### src/rtl/buzzer_scheduler.sv
// Buzzer arbitration for a clock: key clicks, hourly double-beep chime, and a
// timed alarm with snooze. All durations are in prescaled ticks.
module buzzer_scheduler #(
   parameter int TICK_DIV     = 500000,
   parameter int KEY_TICKS    = 5,
   parameter int CHIME_TICKS  = 10,
   parameter int ALM_TICKS    = 50,
   parameter int ALM_PERIODS  = 60,
   parameter int SNOOZE_TICKS = 30000,
   parameter int MAX_SNOOZE   = 3
) (
   input  logic       clk,
   input  logic       rst,
   input  logic       alarm_req,
   input  logic       chime_req,
   input  logic       key_req,
   input  logic       stop_req,
   input  logic       snooze_req,
   output logic       buzz_en,
   output logic       alarm_active,
   output logic       snoozing,
   output logic [1:0] snooze_cnt
);

   typedef enum logic [2:0] {
      S_IDLE, S_KEY, S_CHIME_ON, S_CHIME_GAP, S_ALM_ON, S_ALM_OFF, S_SNOOZE
   } state_t;

   localparam int MAX_A = (KEY_TICKS > CHIME_TICKS) ? KEY_TICKS : CHIME_TICKS;
   localparam int MAX_B = (ALM_TICKS > SNOOZE_TICKS) ? ALM_TICKS : SNOOZE_TICKS;
   localparam int MAX_T = (MAX_A > MAX_B) ? MAX_A : MAX_B;
   localparam int PW    = (TICK_DIV > 1) ? $clog2(TICK_DIV) : 1;
   localparam int TW    = $clog2(MAX_T + 1);
   localparam int CW    = $clog2(ALM_PERIODS + 1);

   state_t          state_reg, state_next;
   logic [PW-1:0]   pre_cnt_reg;
   logic [TW-1:0]   tick_cnt_reg;
   logic [TW-1:0]   tick_target;
   logic [CW-1:0]   period_cnt_reg, period_cnt_next;
   logic [1:0]      snooze_cnt_reg, snooze_cnt_next;
   logic            chime_second_reg, chime_second_next;
   logic            buzz_en_reg, buzz_en_next;
   logic            tick;
   logic            done;

   assign tick = (pre_cnt_reg == PW'(TICK_DIV - 1));

   always_comb begin
      tick_target = TW'(1);
      case (state_reg)
         S_KEY:                   tick_target = TW'(KEY_TICKS);
         S_CHIME_ON, S_CHIME_GAP: tick_target = TW'(CHIME_TICKS);
         S_ALM_ON, S_ALM_OFF:     tick_target = TW'(ALM_TICKS);
         S_SNOOZE:                tick_target = TW'(SNOOZE_TICKS);
         default:                 tick_target = TW'(1);
      endcase
   end

   assign done = tick && (tick_cnt_reg == tick_target - TW'(1));

   // State and timing registers; prescaler and tick count restart on every state change.
   always_ff @(posedge clk) begin
      if (rst) begin
         state_reg        <= S_IDLE;
         pre_cnt_reg      <= '0;
         tick_cnt_reg     <= '0;
         period_cnt_reg   <= '0;
         snooze_cnt_reg   <= '0;
         chime_second_reg <= 1'b0;
         buzz_en_reg      <= 1'b0;
      end else begin
         state_reg        <= state_next;
         period_cnt_reg   <= period_cnt_next;
         snooze_cnt_reg   <= snooze_cnt_next;
         chime_second_reg <= chime_second_next;
         buzz_en_reg      <= buzz_en_next;
         if (state_next != state_reg || state_reg == S_IDLE) begin
            pre_cnt_reg  <= '0;
            tick_cnt_reg <= '0;
         end else if (tick) begin
            pre_cnt_reg <= '0;
            if (tick_cnt_reg != TW'(MAX_T))
               tick_cnt_reg <= tick_cnt_reg + TW'(1);
         end else begin
            pre_cnt_reg <= pre_cnt_reg + PW'(1);
         end
      end
   end

   always_comb begin
      state_next        = state_reg;
      period_cnt_next   = period_cnt_reg;
      snooze_cnt_next   = snooze_cnt_reg;
      chime_second_next = chime_second_reg;
      case (state_reg)
         S_IDLE, S_KEY: begin
            if (alarm_req) begin
               state_next      = S_ALM_ON;
               period_cnt_next = '0;
            end else if (chime_req) begin
               state_next        = S_CHIME_ON;
               chime_second_next = 1'b0;
            end else if (state_reg == S_IDLE && key_req) begin
               state_next = S_KEY;
            end else if (state_reg == S_KEY && done) begin
               state_next = S_IDLE;
            end
         end
         S_CHIME_ON, S_CHIME_GAP: begin
            if (alarm_req) begin
               state_next      = S_ALM_ON;
               period_cnt_next = '0;
            end else if (done) begin
               if (state_reg == S_CHIME_GAP) begin
                  state_next        = S_CHIME_ON;
                  chime_second_next = 1'b1;
               end else if (chime_second_reg) begin
                  state_next = S_IDLE;
               end else begin
                  state_next = S_CHIME_GAP;
               end
            end
         end
         S_ALM_ON, S_ALM_OFF: begin
            if (stop_req) begin
               state_next = S_IDLE;
            end else if (snooze_req) begin
               if (snooze_cnt_reg < 2'(MAX_SNOOZE)) begin
                  state_next      = S_SNOOZE;
                  snooze_cnt_next = snooze_cnt_reg + 2'd1;
               end else begin
                  state_next = S_IDLE;
               end
            end else if (done) begin
               if (state_reg == S_ALM_ON) begin
                  state_next = S_ALM_OFF;
               end else if (period_cnt_reg >= CW'(ALM_PERIODS - 1)) begin
                  state_next = S_IDLE;
               end else begin
                  state_next      = S_ALM_ON;
                  period_cnt_next = period_cnt_reg + CW'(1);
               end
            end
         end
         S_SNOOZE: begin
            if (stop_req) begin
               state_next = S_IDLE;
            end else if (done) begin
               state_next      = S_ALM_ON;
               period_cnt_next = '0;
            end
         end
         default: state_next = S_IDLE;
      endcase
      // Every return to IDLE ends the current event, so its bookkeeping is dropped.
      if (state_next == S_IDLE) begin
         period_cnt_next   = '0;
         snooze_cnt_next   = '0;
         chime_second_next = 1'b0;
      end
   end

   always_comb begin
      buzz_en_next = (state_next == S_KEY) || (state_next == S_CHIME_ON) ||
                     (state_next == S_ALM_ON);
      alarm_active = (state_reg == S_ALM_ON) || (state_reg == S_ALM_OFF) ||
                     (state_reg == S_SNOOZE);
      snoozing     = (state_reg == S_SNOOZE);
   end

   assign buzz_en    = buzz_en_reg;
   assign snooze_cnt = snooze_cnt_reg;

endmodule

### config.mk
export PLATFORM = sky130hd
export DESIGN_NAME = buzzer_scheduler
export DESIGN_NICKNAME = d
export VERILOG_FILES = /design/src/rtl/buzzer_scheduler.sv
export SDC_FILE = /design/constraint.sdc
export NUM_CORES = 1
export LEC_CHECK = 0
export ABC_AREA = 1
export CORE_MARGIN = 5
export CORE_UTILIZATION = 55
export DETAILED_ROUTE_END_ITERATION = 10
export PLACE_DENSITY = 0.76
export SYNTH_ARGS = -nofsm -noshare
export SYNTH_HDL_FRONTEND = slang
export SYNTH_SLANG_ARGS = --single-unit
### constraint.sdc
create_clock -name clk -period 2.95 [get_ports clk]
set_input_delay 0.59 -clock clk [delete_from_list [all_inputs] [get_ports clk]]
set_output_delay 0.59 -clock clk [all_outputs]
set_load 0.05 [all_outputs]
==> results.tsv <==
stage	metric	value	unit
finish	Finished Layout Cells	580	
global_route	vias in the first global route	2860	
logic_synthesis	syn nets	472	
setup_path	peak fanout along the critical path	9	
placement	detailed-placement wirelength estimate	5.65	mm
setup_path	Worst setup SP type	flip-flop	
floorplanning	num ports	12	
logic_synthesis	Synth Flop Type	dfxtp_1	
logic_synthesis	post-synthesis cell type count	33	
cts	H-tree levels	2	
finish	Filler cells	405	
timing	hold slack final	0.460	ns
detailed_routing	wire per inst	14.1	µm
pwr	LEAKAGE	1.67	nW
detailed_routing	final antenna-violating net count	0	
worst_hold_path	Hold Crit Class	reg -> reg	
timing	hold violation count in the final report	0	
logic_synthesis	number of synthesized flops with an enable pin	0	
pwr	power per cell area	397	nW/µm²
floorplanning	die span in x	85.1	µm
timing	Slew HR	66.2	%
logic_synthesis	post-synthesis simple-gate area fraction	41.9	%
cts	CTS buffer count	5	
outcome	violated checks	setup timing	
global_route	initial antenna violation count	0	
logic_synthesis	largest cells by area after synthesis	dfxtp_1, nand2_1, xor2_1	
logic_synthesis	largest family of logic cells by synthesized area	simple AND/OR/NAND/NOR gates	
global_route	largest net degree at the start of global routing	20	
detailed_routing	Vias	3163	
timing	worst-margin pin slew	0.505	ns
detailed_routing	vias per cell	5.45	
job	max_cap viols	0	
detailed_routing	Post-route DRC	0	
setup_path	CP endpoint kind	flip-flop	
logic_synthesis	post-synth top area cell	dfxtp_1	
detailed_routing	final WL	8.20	mm
finish	Reg area	948	µm²
pwr	overall power	1.60	mW
finish	fin nets	525	
floorplanning	chip height	85.1	µm
timing	fin crit period	3.00	ns
timing	clock skew	0.00703	ns
cts	Worst-path clk slew	0.08	ns
outcome	outcome	complete, but fails checks	
timing	final setup margin	-0.0514	ns
finish	ANT cells	0	
floorplanning	core area	5510	µm²
setup_path	Worst Setup Path Type	reg -> reg	
setup_path	crit path cell chain	inv_6 > ha_4 > inv_4 > nand3_4 > nand2_2 > inv_2 > ha_4 > xor2_2 > nand2_1 > nor2_1 > nand2_1 > nor2_1 > nand3_1 > nor2_4 > nand3_2 > nand2_2 > buf_6 > nand4_1 > nand3_4 > nor2_4 > nand3_4 > clkbuf_16 > nor2_1	
floorplanning	Core Rows	27	
timing	RSZ-0062 raised after global routing	yes	
setup_path	WP data required	3.14	ns
logic_synthesis	Synth Area in Compound Gates	4.04	%
global_route	grt ovf	0	
logic_synthesis	Post-Synth Adder-Cell Area	4.04	%
finish	commonest non-fill, non-tap cell in the layout	nand2_1	
detailed_routing	1st-iter DRT viols	243	
global_route	total track usage	21.3	%
timing	fmax	333	MHz
floorplanning	Starting Density	56.3	%
logic_synthesis	Cell Area, Synth	3100	µm²
pwr	largest vdd supply drop	0.291	mV
logic_synthesis	Syn Inst Count	455	
logic_synthesis	synthesized area per cell	6.81	µm²
timing	period utilisation layout	102	%
cts	hold buffers post-CTS	0	
global_route	first-pass GRT wire length	12.7	mm
finish	share of cells above drive strength 1	25.4	%
cts	Num Clock Sinks	47	
setup_path	slowest CP cell	dfxtp_4	
logic_synthesis	Yosys top cell area share	30.4	%
cts	Root Driver	clkbuf_8	
finish	fin util	73.1	%
floorplanning	Die ar.	7240	µm²
cts	CTS tree	built	
placement	post-placement cell count	560	
setup_path	CP arrival	3.19	ns
finish	highest-count cells in the layout ignoring fill and taps	nand2_1, nor2_1, inv_1, dfxtp_1, nand3_1	
cts	CTS max path bufs	2	
logic_synthesis	xor/xnor share of the synthesized area	10.7	%
logic_synthesis	register area share after synthesis	30.4	%
logic_synthesis	Ys Warns	0	
logic_synthesis	mux cell area share after synthesis	0.323	%
placement	I/O Buffers	11	
finish	P&R area growth vs syn	30.0	%
detailed_routing	drt pass-1 iters	6	
timing	final setup fails	33	
cts	insertion delay to the later sink of the worst-skew pair	0.30	ns
finish	max reg flops	19	
placement	GPL Wtd Cong	1.00	
finish	multi-input logic area	2170	µm²
logic_synthesis	FFs w/ async S/R, synth	0	%
timing	Final Max Tran Viols	0	
logic_synthesis	flip-flop and latch count after synthesis	47	
setup_path	worst stage delay on the critical path	0.40	ns
==> area by class of cell <==
| class | instances | area share, % |
|---|---|---|
| Inverter | 63 | 6.18 |
| Tap cell | 72 | 2.24 |
| Clock buffer | 6 | 2.05 |
| Multi-Input combinational cell | 340 | 53.8 |
| Clock inverter | 1 | 0.124 |
| Sequential cell | 47 | 23.5 |
| Timing Repair Buffer | 51 | 12.1 |
==> what timing repair did <==
| item | CTS | global route |
|---|---|---|
| pin swaps | 6 | 15 |
| setup endpoints to repair | 40 | 44 |
| setup buffers | 4 | 7 |
| gates cloned | 0 | 2 |
| resized for setup | 16 | 58 |
==> critical path: cells and delay by family (launching register included) <==
family | cells | cell delay (ns)
simple gates | 15 | 1.44
xor+xnor | 1 | 0.15
flops | 1 | 0.40
fa+ha+maj | 2 | 0.44
buf+inv | 5 | 0.44
==> final timing paths <==
kind	startpoint	endpoint	slack, ns	cells past startpoint
max	state_reg[1]	pre_cnt_reg[13]	-0.05	23
min	pre_cnt_reg[0]	pre_cnt_reg[0]	0.46	1
max reg2reg	state_reg[1]	pre_cnt_reg[13]	-0.05	23
min reg2reg	pre_cnt_reg[0]	pre_cnt_reg[0]	0.46	1
==> logic make-up after synthesis <==
kind of cell,Yosys count
AND/OR/NAND/NOR,271
adder cells (fa/ha/maj),10
multiplexers,1
XOR/XNOR,38
AO/OA/AOI/OAI,20
flip-flops,47
buffers and inverters,68
==> Yosys cell counts (8+ instances only) <==
library cell and number:
nand2_1 84, nor2_1 62, inv_1 56, dfxtp_1 47, nand3_1 43, xor2_1 30, nor3_1 19, nand4_1 17
and3_1 13, nor2_2 12, a21oi_1 10, ha_1 10, xnor2_1 8
==> where the power goes <==
part           total, mW  switching, mW  internal, mW
registers          0.654         0.0107         0.643
logic              0.560          0.329         0.231
clock network      0.383          0.200         0.184
total               1.60          0.539          1.06
==> routing by layer <==
metal	global-route usage, %	routed length (µm)	vias up
li1	-	-	1574
met1	27.3	3490	1479
met2	35.4	4160	95
met3	3.88	374	15
met4	8.35	169	0
met5	0	0	-
==> metrics by stage <==
step           instance area [µm²]  worst slack [ns]  TNS [ns]
6_report                      4030           -0.0514    -0.540
5_1_grt                       4030            -0.242     -8.76
4_1_cts                       3700            0.0103         0
3_5_place_dp                  3510           -0.0478     -1.34
3_3_place_gp                  3510            0.0237         0
2_1_floorplan                 3120         -0.000183  -0.00182
(Power assumes the default switching activity.)
